<file path="src/rtl/channel_endpoint_pkg.sv">
// Shared definitions for the channel endpoint: FIFO entry layout, write-FSM
// state encodings and a saturating counter helper.
package channel_endpoint_pkg;

  localparam int ENTRY_W = 10;
  localparam int SOF_BIT = 9;
  localparam int EOF_BIT = 8;

  localparam logic [1:0] WR_IDLE     = 2'd0;
  localparam logic [1:0] WR_IN_FRAME = 2'd1;
  localparam logic [1:0] WR_DISCARD  = 2'd2;

  function automatic logic [7:0] sat_inc8(input logic [7:0] v);
    return (v == 8'hFF) ? v : v + 8'd1;
  endfunction

endpackage

</file>
<file path="src/rtl/chan_frame_fifo.sv">
// Frame-buffered FIFO: frames become visible to the read side only once their
// eof beat is written. Partial frames are rewound on truncation or overflow.
//
//   state        | meaning
//   WR_IDLE      | between frames, waiting for a sof beat
//   WR_IN_FRAME  | storing beats of an uncommitted frame
//   WR_DISCARD   | frame was dropped, swallowing beats until eof
module chan_frame_fifo
  import channel_endpoint_pkg::*;
#(
  parameter int ADDR_W       = 4,
  parameter bit DROP_ON_FULL = 1'b1
) (
  input  logic       clk,
  input  logic       rst_n,
  input  logic       wr_valid,
  input  logic       wr_sof,
  input  logic       wr_eof,
  input  logic [7:0] wr_data,
  output logic       wr_ready,
  output logic       rd_valid,
  output logic       rd_sof,
  output logic       rd_eof,
  output logic [7:0] rd_data,
  input  logic       rd_pop,
  output logic [7:0] drop_cnt
);

  localparam int DEPTH = 1 << ADDR_W;
  localparam logic [ADDR_W:0] DEPTH_P = {1'b1, {ADDR_W{1'b0}}};

  logic [ENTRY_W-1:0] mem [DEPTH];
  logic [ENTRY_W-1:0] rd_entry;

  logic [ADDR_W:0]   wr_ptr, wr_commit, rd_ptr;
  logic [ADDR_W:0]   wr_ptr_d, wr_commit_d;
  logic [ADDR_W-1:0] waddr;
  logic [1:0]        state, state_d;
  logic              live;
  logic              full, full_c, empty, beat, pop, we, drop;

  // full uses the working pointer; full_c asks whether committed data alone fills the FIFO
  assign full  = (wr_ptr - rd_ptr) == DEPTH_P;
  assign full_c = (wr_commit - rd_ptr) == DEPTH_P;
  assign empty = (rd_ptr == wr_commit);

  // full & empty together means the frame in progress can never fit: accept and drop it
  assign wr_ready = live & (DROP_ON_FULL | ~full | empty | (state == WR_DISCARD));
  assign beat     = wr_valid & wr_ready;

  assign rd_entry = mem[rd_ptr[ADDR_W-1:0]];
  assign rd_valid = ~empty;
  assign rd_sof   = rd_entry[SOF_BIT];
  assign rd_eof   = rd_entry[EOF_BIT];
  assign rd_data  = rd_entry[7:0];
  assign pop      = rd_pop & ~empty;

  // Write FSM: decide next pointers, state, memory write and drop event
  always_comb begin
    state_d     = state;
    wr_ptr_d    = wr_ptr;
    wr_commit_d = wr_commit;
    waddr       = wr_ptr[ADDR_W-1:0];
    we          = 1'b0;
    drop        = 1'b0;
    if (beat) begin
      if (wr_sof) begin
        // a sof always restarts from the committed pointer, discarding any partial frame
        if (full_c) begin
          drop     = 1'b1;
          wr_ptr_d = wr_commit;
          state_d  = wr_eof ? WR_IDLE : WR_DISCARD;
        end else begin
          drop     = (state == WR_IN_FRAME);
          we       = 1'b1;
          waddr    = wr_commit[ADDR_W-1:0];
          wr_ptr_d = wr_commit + 1'b1;
          if (wr_eof) begin
            wr_commit_d = wr_commit + 1'b1;
            state_d     = WR_IDLE;
          end else begin
            state_d = WR_IN_FRAME;
          end
        end
      end else begin
        case (state)
          WR_IN_FRAME: begin
            if (full) begin
              drop     = 1'b1;
              wr_ptr_d = wr_commit;
              state_d  = wr_eof ? WR_IDLE : WR_DISCARD;
            end else begin
              we       = 1'b1;
              wr_ptr_d = wr_ptr + 1'b1;
              if (wr_eof) begin
                wr_commit_d = wr_ptr + 1'b1;
                state_d     = WR_IDLE;
              end
            end
          end
          WR_DISCARD: begin
            if (wr_eof) state_d = WR_IDLE;
          end
          default: ;
        endcase
      end
    end
  end

  // Pointer, state and drop-counter registers
  always_ff @(posedge clk or negedge rst_n) begin
    if (!rst_n) begin
      live      <= 1'b0;
      state     <= WR_IDLE;
      wr_ptr    <= '0;
      wr_commit <= '0;
      rd_ptr    <= '0;
      drop_cnt  <= '0;
    end else begin
      live      <= 1'b1;
      state     <= state_d;
      wr_ptr    <= wr_ptr_d;
      wr_commit <= wr_commit_d;
      if (pop) rd_ptr <= rd_ptr + 1'b1;
      if (drop) drop_cnt <= sat_inc8(drop_cnt);
    end
  end

  // Storage array; contents are don't-care after reset
  always_ff @(posedge clk) begin
    if (we) mem[waddr] <= {wr_sof, wr_eof, wr_data};
  end

endmodule

</file>
<file path="src/rtl/channel_endpoint.sv">
// Channel endpoint: terminates one channel of the shared channel bus. Rx beats
// are taken only while wen is set; tx pops happen only while ren is set.
module channel_endpoint
  import channel_endpoint_pkg::*;
#(
  parameter int ADDR_W = 4,
  parameter int CH_ID  = 1
) (
  input  logic       clk,
  input  logic       rst_n,
  input  logic       ch_rx_sof,
  input  logic       ch_rx_eof,
  input  logic       ch_rx_src_rdy,
  input  logic [7:0] ch_rx_data,
  output logic       ch_rx_dst_rdy,
  input  logic       ch_wen,
  output logic       ch_tx_sof,
  output logic       ch_tx_eof,
  output logic       ch_tx_src_rdy,
  output logic [7:0] ch_tx_data,
  input  logic       ch_tx_dst_rdy,
  input  logic       ch_ren,
  output logic       usr_rx_sof,
  output logic       usr_rx_eof,
  output logic       usr_rx_src_rdy,
  output logic [7:0] usr_rx_data,
  input  logic       usr_rx_dst_rdy,
  input  logic       usr_tx_sof,
  input  logic       usr_tx_eof,
  input  logic       usr_tx_src_rdy,
  input  logic [7:0] usr_tx_data,
  output logic       usr_tx_dst_rdy,
  output logic [7:0] rx_drop_cnt,
  output logic [7:0] tx_drop_cnt
);

  if (CH_ID < 1 || CH_ID > 15) begin : g_bad_ch_id
    $error("channel_endpoint: CH_ID must be in 1..15");
  end

  // src/dst_rdy on the channel bus are shared by all channels, hence wen/ren gating
  chan_frame_fifo #(.ADDR_W(ADDR_W), .DROP_ON_FULL(1'b1)) u_rx (
    .clk      (clk),
    .rst_n    (rst_n),
    .wr_valid (ch_wen & ch_rx_src_rdy),
    .wr_sof   (ch_rx_sof),
    .wr_eof   (ch_rx_eof),
    .wr_data  (ch_rx_data),
    .wr_ready (ch_rx_dst_rdy),
    .rd_valid (usr_rx_src_rdy),
    .rd_sof   (usr_rx_sof),
    .rd_eof   (usr_rx_eof),
    .rd_data  (usr_rx_data),
    .rd_pop   (usr_rx_dst_rdy),
    .drop_cnt (rx_drop_cnt)
  );

  chan_frame_fifo #(.ADDR_W(ADDR_W), .DROP_ON_FULL(1'b0)) u_tx (
    .clk      (clk),
    .rst_n    (rst_n),
    .wr_valid (usr_tx_src_rdy),
    .wr_sof   (usr_tx_sof),
    .wr_eof   (usr_tx_eof),
    .wr_data  (usr_tx_data),
    .wr_ready (usr_tx_dst_rdy),
    .rd_valid (ch_tx_src_rdy),
    .rd_sof   (ch_tx_sof),
    .rd_eof   (ch_tx_eof),
    .rd_data  (ch_tx_data),
    .rd_pop   (ch_ren & ch_tx_dst_rdy),
    .drop_cnt (tx_drop_cnt)
  );

endmodule

</file>
<file path="config.mk">
export PLATFORM = sky130hd
export DESIGN_NAME = channel_endpoint
export DESIGN_NICKNAME = d
export VERILOG_FILES = /design/src/rtl/channel_endpoint_pkg.sv /design/src/rtl/chan_frame_fifo.sv /design/src/rtl/channel_endpoint.sv
export SDC_FILE = /design/constraint.sdc
export NUM_CORES = 1
export LEC_CHECK = 0
export BUFFER_PORTS_ARGS = -buffer_cell sky130_fd_sc_hd__buf_2
export CORE_UTILIZATION = 45
export DETAILED_ROUTE_END_ITERATION = 7
export SETUP_SLACK_MARGIN = 0.1
export SYNTH_ARGS = -nofsm -noshare
export SYNTH_HDL_FRONTEND = slang
export SYNTH_SLANG_ARGS = --single-unit
</file>
<file path="constraint.sdc">
create_clock -name clk -period 4.5 [get_ports clk]
set_input_delay 0.45 -clock clk [delete_from_list [all_inputs] [get_ports clk]]
set_output_delay 0.45 -clock clk [all_outputs]
set_load 0.01 [all_outputs]
</file>
==> run metrics <==
TritonCTS clock tree=yes; crit end category=flip-flop; Post-CTS Hold Buffers=1; met2 usage in global routing=0.309; Yosys reg bits=371; post-layout net count=1071; Mapped Cells=924; max-cap viol count=0; CTS buffer count=40; Synth Warn #=0; drt first pass iters=5; period utilization=0.857; kind of critical path=flip-flop to flip-flop; largest net degree at the start of global routing=45; EDFF count, synth=320; Syn Std Cell Area=16000 um2; syn_nets=976; Total Routing Usage GR=0.186; status=finished clean; Final Non-Filler Cells=between 1500 and 2000; Placed Cells=1431; RSZ-0062 raised after global routing=no; CP Data Arrival Time=4020 ps; antenna cell count=0; synth cell count leaders=edfxtp_1 (320), mux4_2 (100), nor2_1 (61); Crit Path Max Fanout=10; pre-CTS WS=551 ps; Post-CTS Setup Inserts=0; Synth area leader=edfxtp_1; Netlist cell types=66; Finished Cell Area=18200 um2; Clock Sinks=371; Residual DRC=0; sequential cell area fraction in the yosys report=0.679; overall power=11.1 mW; clock root cell=clkbuf_16; Antenna Violating Nets Remaining=0; die height=191 um; number of cells upsized or downsized after cts=0; GPL Wtd Cong=a little over 0.8; crit start category=flip-flop; Clock transition at path regs=60 ps; met3 Use GR=0.0230; total number of vias=approximately 8500; I/O Pins=roughly 70; first-pass GRT wire length=51.2 mm; Chip Width=191 um; M1 GR Usage=0.261; Cell Rows=68; Slew Limit Fails=0; maximum root-to-sink buffer count=3; Worst-Skew Late Latency=about 550 ps; gr busiest metal=met2; min-delay worst type=input pin to flip-flop; top-area cell type share of the netlist area=0.599; ys async rst share=0.137; Iteration-0 DRC Markers=approximately 710; layout cell share with drive strength beyond 1=0.271; Area after DPL=17000 um2; vias in the first global route=8650; top-count cell post-synth=edfxtp_1; Max rail drop VDD=304 uV; vias per cell=5.63; endpoints failing hold=0; die footprint=roughly 36000 um2; Core Util, Final=0.524; WL/cell=21.7 um; Slew Limit Headroom=0.272; fin crit period=3860 ps; P_leak=6.28 nW; Worst-Margin Slew=1080 ps; total gr overflow=0; Setup TNS=0 ps; core region area=34800 um2; worst hold slack=around 300 ps; final worst slack=643 ps; CTS HTree Levels=2; # fillers=2747; synthesis-to-layout area growth=13.8%; initial antenna violation count=0; Synth Area per Inst=17.4 um2; Synth Flop Type=edfxtp_1; Fmax=roughly 260 MHz; skew final=34.8 ps; final WL=32.6 mm; Initial Util=0.461; top post-synthesis cells by area=edfxtp_1 (60%), mux4_2 (14%), dfrtp_1 (8.0%), ha_1 (1.9%), xnor2_1 (1.5%); Power Dens Cells=about 600 nW/um2; # setup viols final=0; IO Port Bufs=67; Worst Path Required=approximately 4700 ps; dpl hpwl=20.9 mm
-- critical path: stages, from the launching register on --
cell and delay (ps):
dfrtp_1 500, inv_1 150, ha_1 290, and2_1 170, or3b_4 400, o21a_1 160, a221oi_4 240, and3_1 420
mux2_2 410, nor2_1 760
-- cell usage in the layout (no fill, tap or decap), types with 6 or more instances in the layout --
| cell | Yosys | layout |
|---|---|---|
| a21oi_1 | 21 | 21 |
| a31oi_1 | 7 | 7 |
| buf_2 | 3 | 67 |
| buf_4 | 2 | 32 |
| clkbuf_1 | 29 | 13 |
| clkbuf_16 | 0 | 40 |
| dfrtp_1 | 51 | 47 |
| edfxtp_1 | 320 | 320 |
| ha_1 | 24 | 24 |
| inv_1 | 23 | 23 |
| mux2_2 | 14 | 14 |
| mux4_2 | 100 | 100 |
| nand2_1 | 50 | 50 |
| nand2b_1 | 9 | 9 |
| nand3_1 | 23 | 23 |
| nand4_1 | 9 | 9 |
| nor2_1 | 61 | 61 |
| nor3_1 | 8 | 8 |
| o21ai_0 | 23 | 22 |
| o22ai_1 | 6 | 6 |
| xnor2_1 | 27 | 27 |
| xor2_1 | 14 | 14 |
-- layout make-up --
| class | instances | area, um2 | area share |
|---|---|---|---|
| Timing Repair Buffer | 100 | 586 | 0.0321 |
| Inverter | 23 | 86.3 | 0.00473 |
| Clock inverter | 15 | 178 | 0.00974 |
| Multi-Input combinational cell | 483 | 4860 | 0.266 |
| Sequential cell | 371 | 10900 | 0.597 |
| Clock buffer | 55 | 1080 | 0.0590 |
| Tap cell | 455 | 569 | 0.0312 |
-- metal layers --
metal | part of all wire | routed length (um)
met1 | 0.44 | 14400
met2 | 0.50 | 16200
met3 | 0.044 | 1420
met4 | 0.017 | 538
met5 | 0 | 0
-- cell families after synthesis --
family,count (synthesis),share of synthesized area
flip-flops,371,0.679
AND/OR/NAND/NOR,198,0.0623
AO/OA/AOI/OAI,97,0.0411
other,1,0.000234
adder cells (fa/ha/maj),24,0.0187
multiplexers,119,0.154
XOR/XNOR,44,0.0268
buffers and inverters,70,0.0185
-- registers in the layout, summed over array words and instances, names as in the netlist --
signal and flops:
u_tx.mem 160, u_rx.mem 160, u_rx.rd_ptr 5, u_rx.wr_ptr 5, u_rx.wr_commit 5, u_tx.state 2
u_tx.live 1, u_rx.drop_cnt 8, u_tx.wr_commit 5, u_rx.state 2, u_tx.rd_ptr 5, u_tx.wr_ptr 5
u_tx.drop_cnt 8
-- report_power, final --
part	leakage, nW	switching (mW)	internal, mW
logic	2.16	1.91	1.81
clock network	0.611	1.29	1.85
registers	3.51	0.274	3.97
total	6.28	3.47	7.63
-- worst paths after layout --
| kind | depth (start not counted) | end | from | slack (ps) |
|---|---|---|---|---|
| worst max-delay path | 9 | u_tx.mem[10][5] | u_tx.wr_commit[0] | 640 |
| worst min-delay path | 1 | u_tx.mem[8][2] | usr_tx_data[2] | 300 |
| worst max register to register | 9 | u_tx.mem[10][5] | u_tx.wr_commit[0] | 640 |
| worst min register to register | 1 | u_tx.drop_cnt[5] | u_tx.drop_cnt[5] | 490 |
| max in group asynchronous | 3 | u_tx.rd_ptr[1] | rst_n | 3310 |
| min in group asynchronous | 2 | u_rx.rd_ptr[0] | rst_n | 310 |
Note: power is estimated with default switching activity, not from simulation.
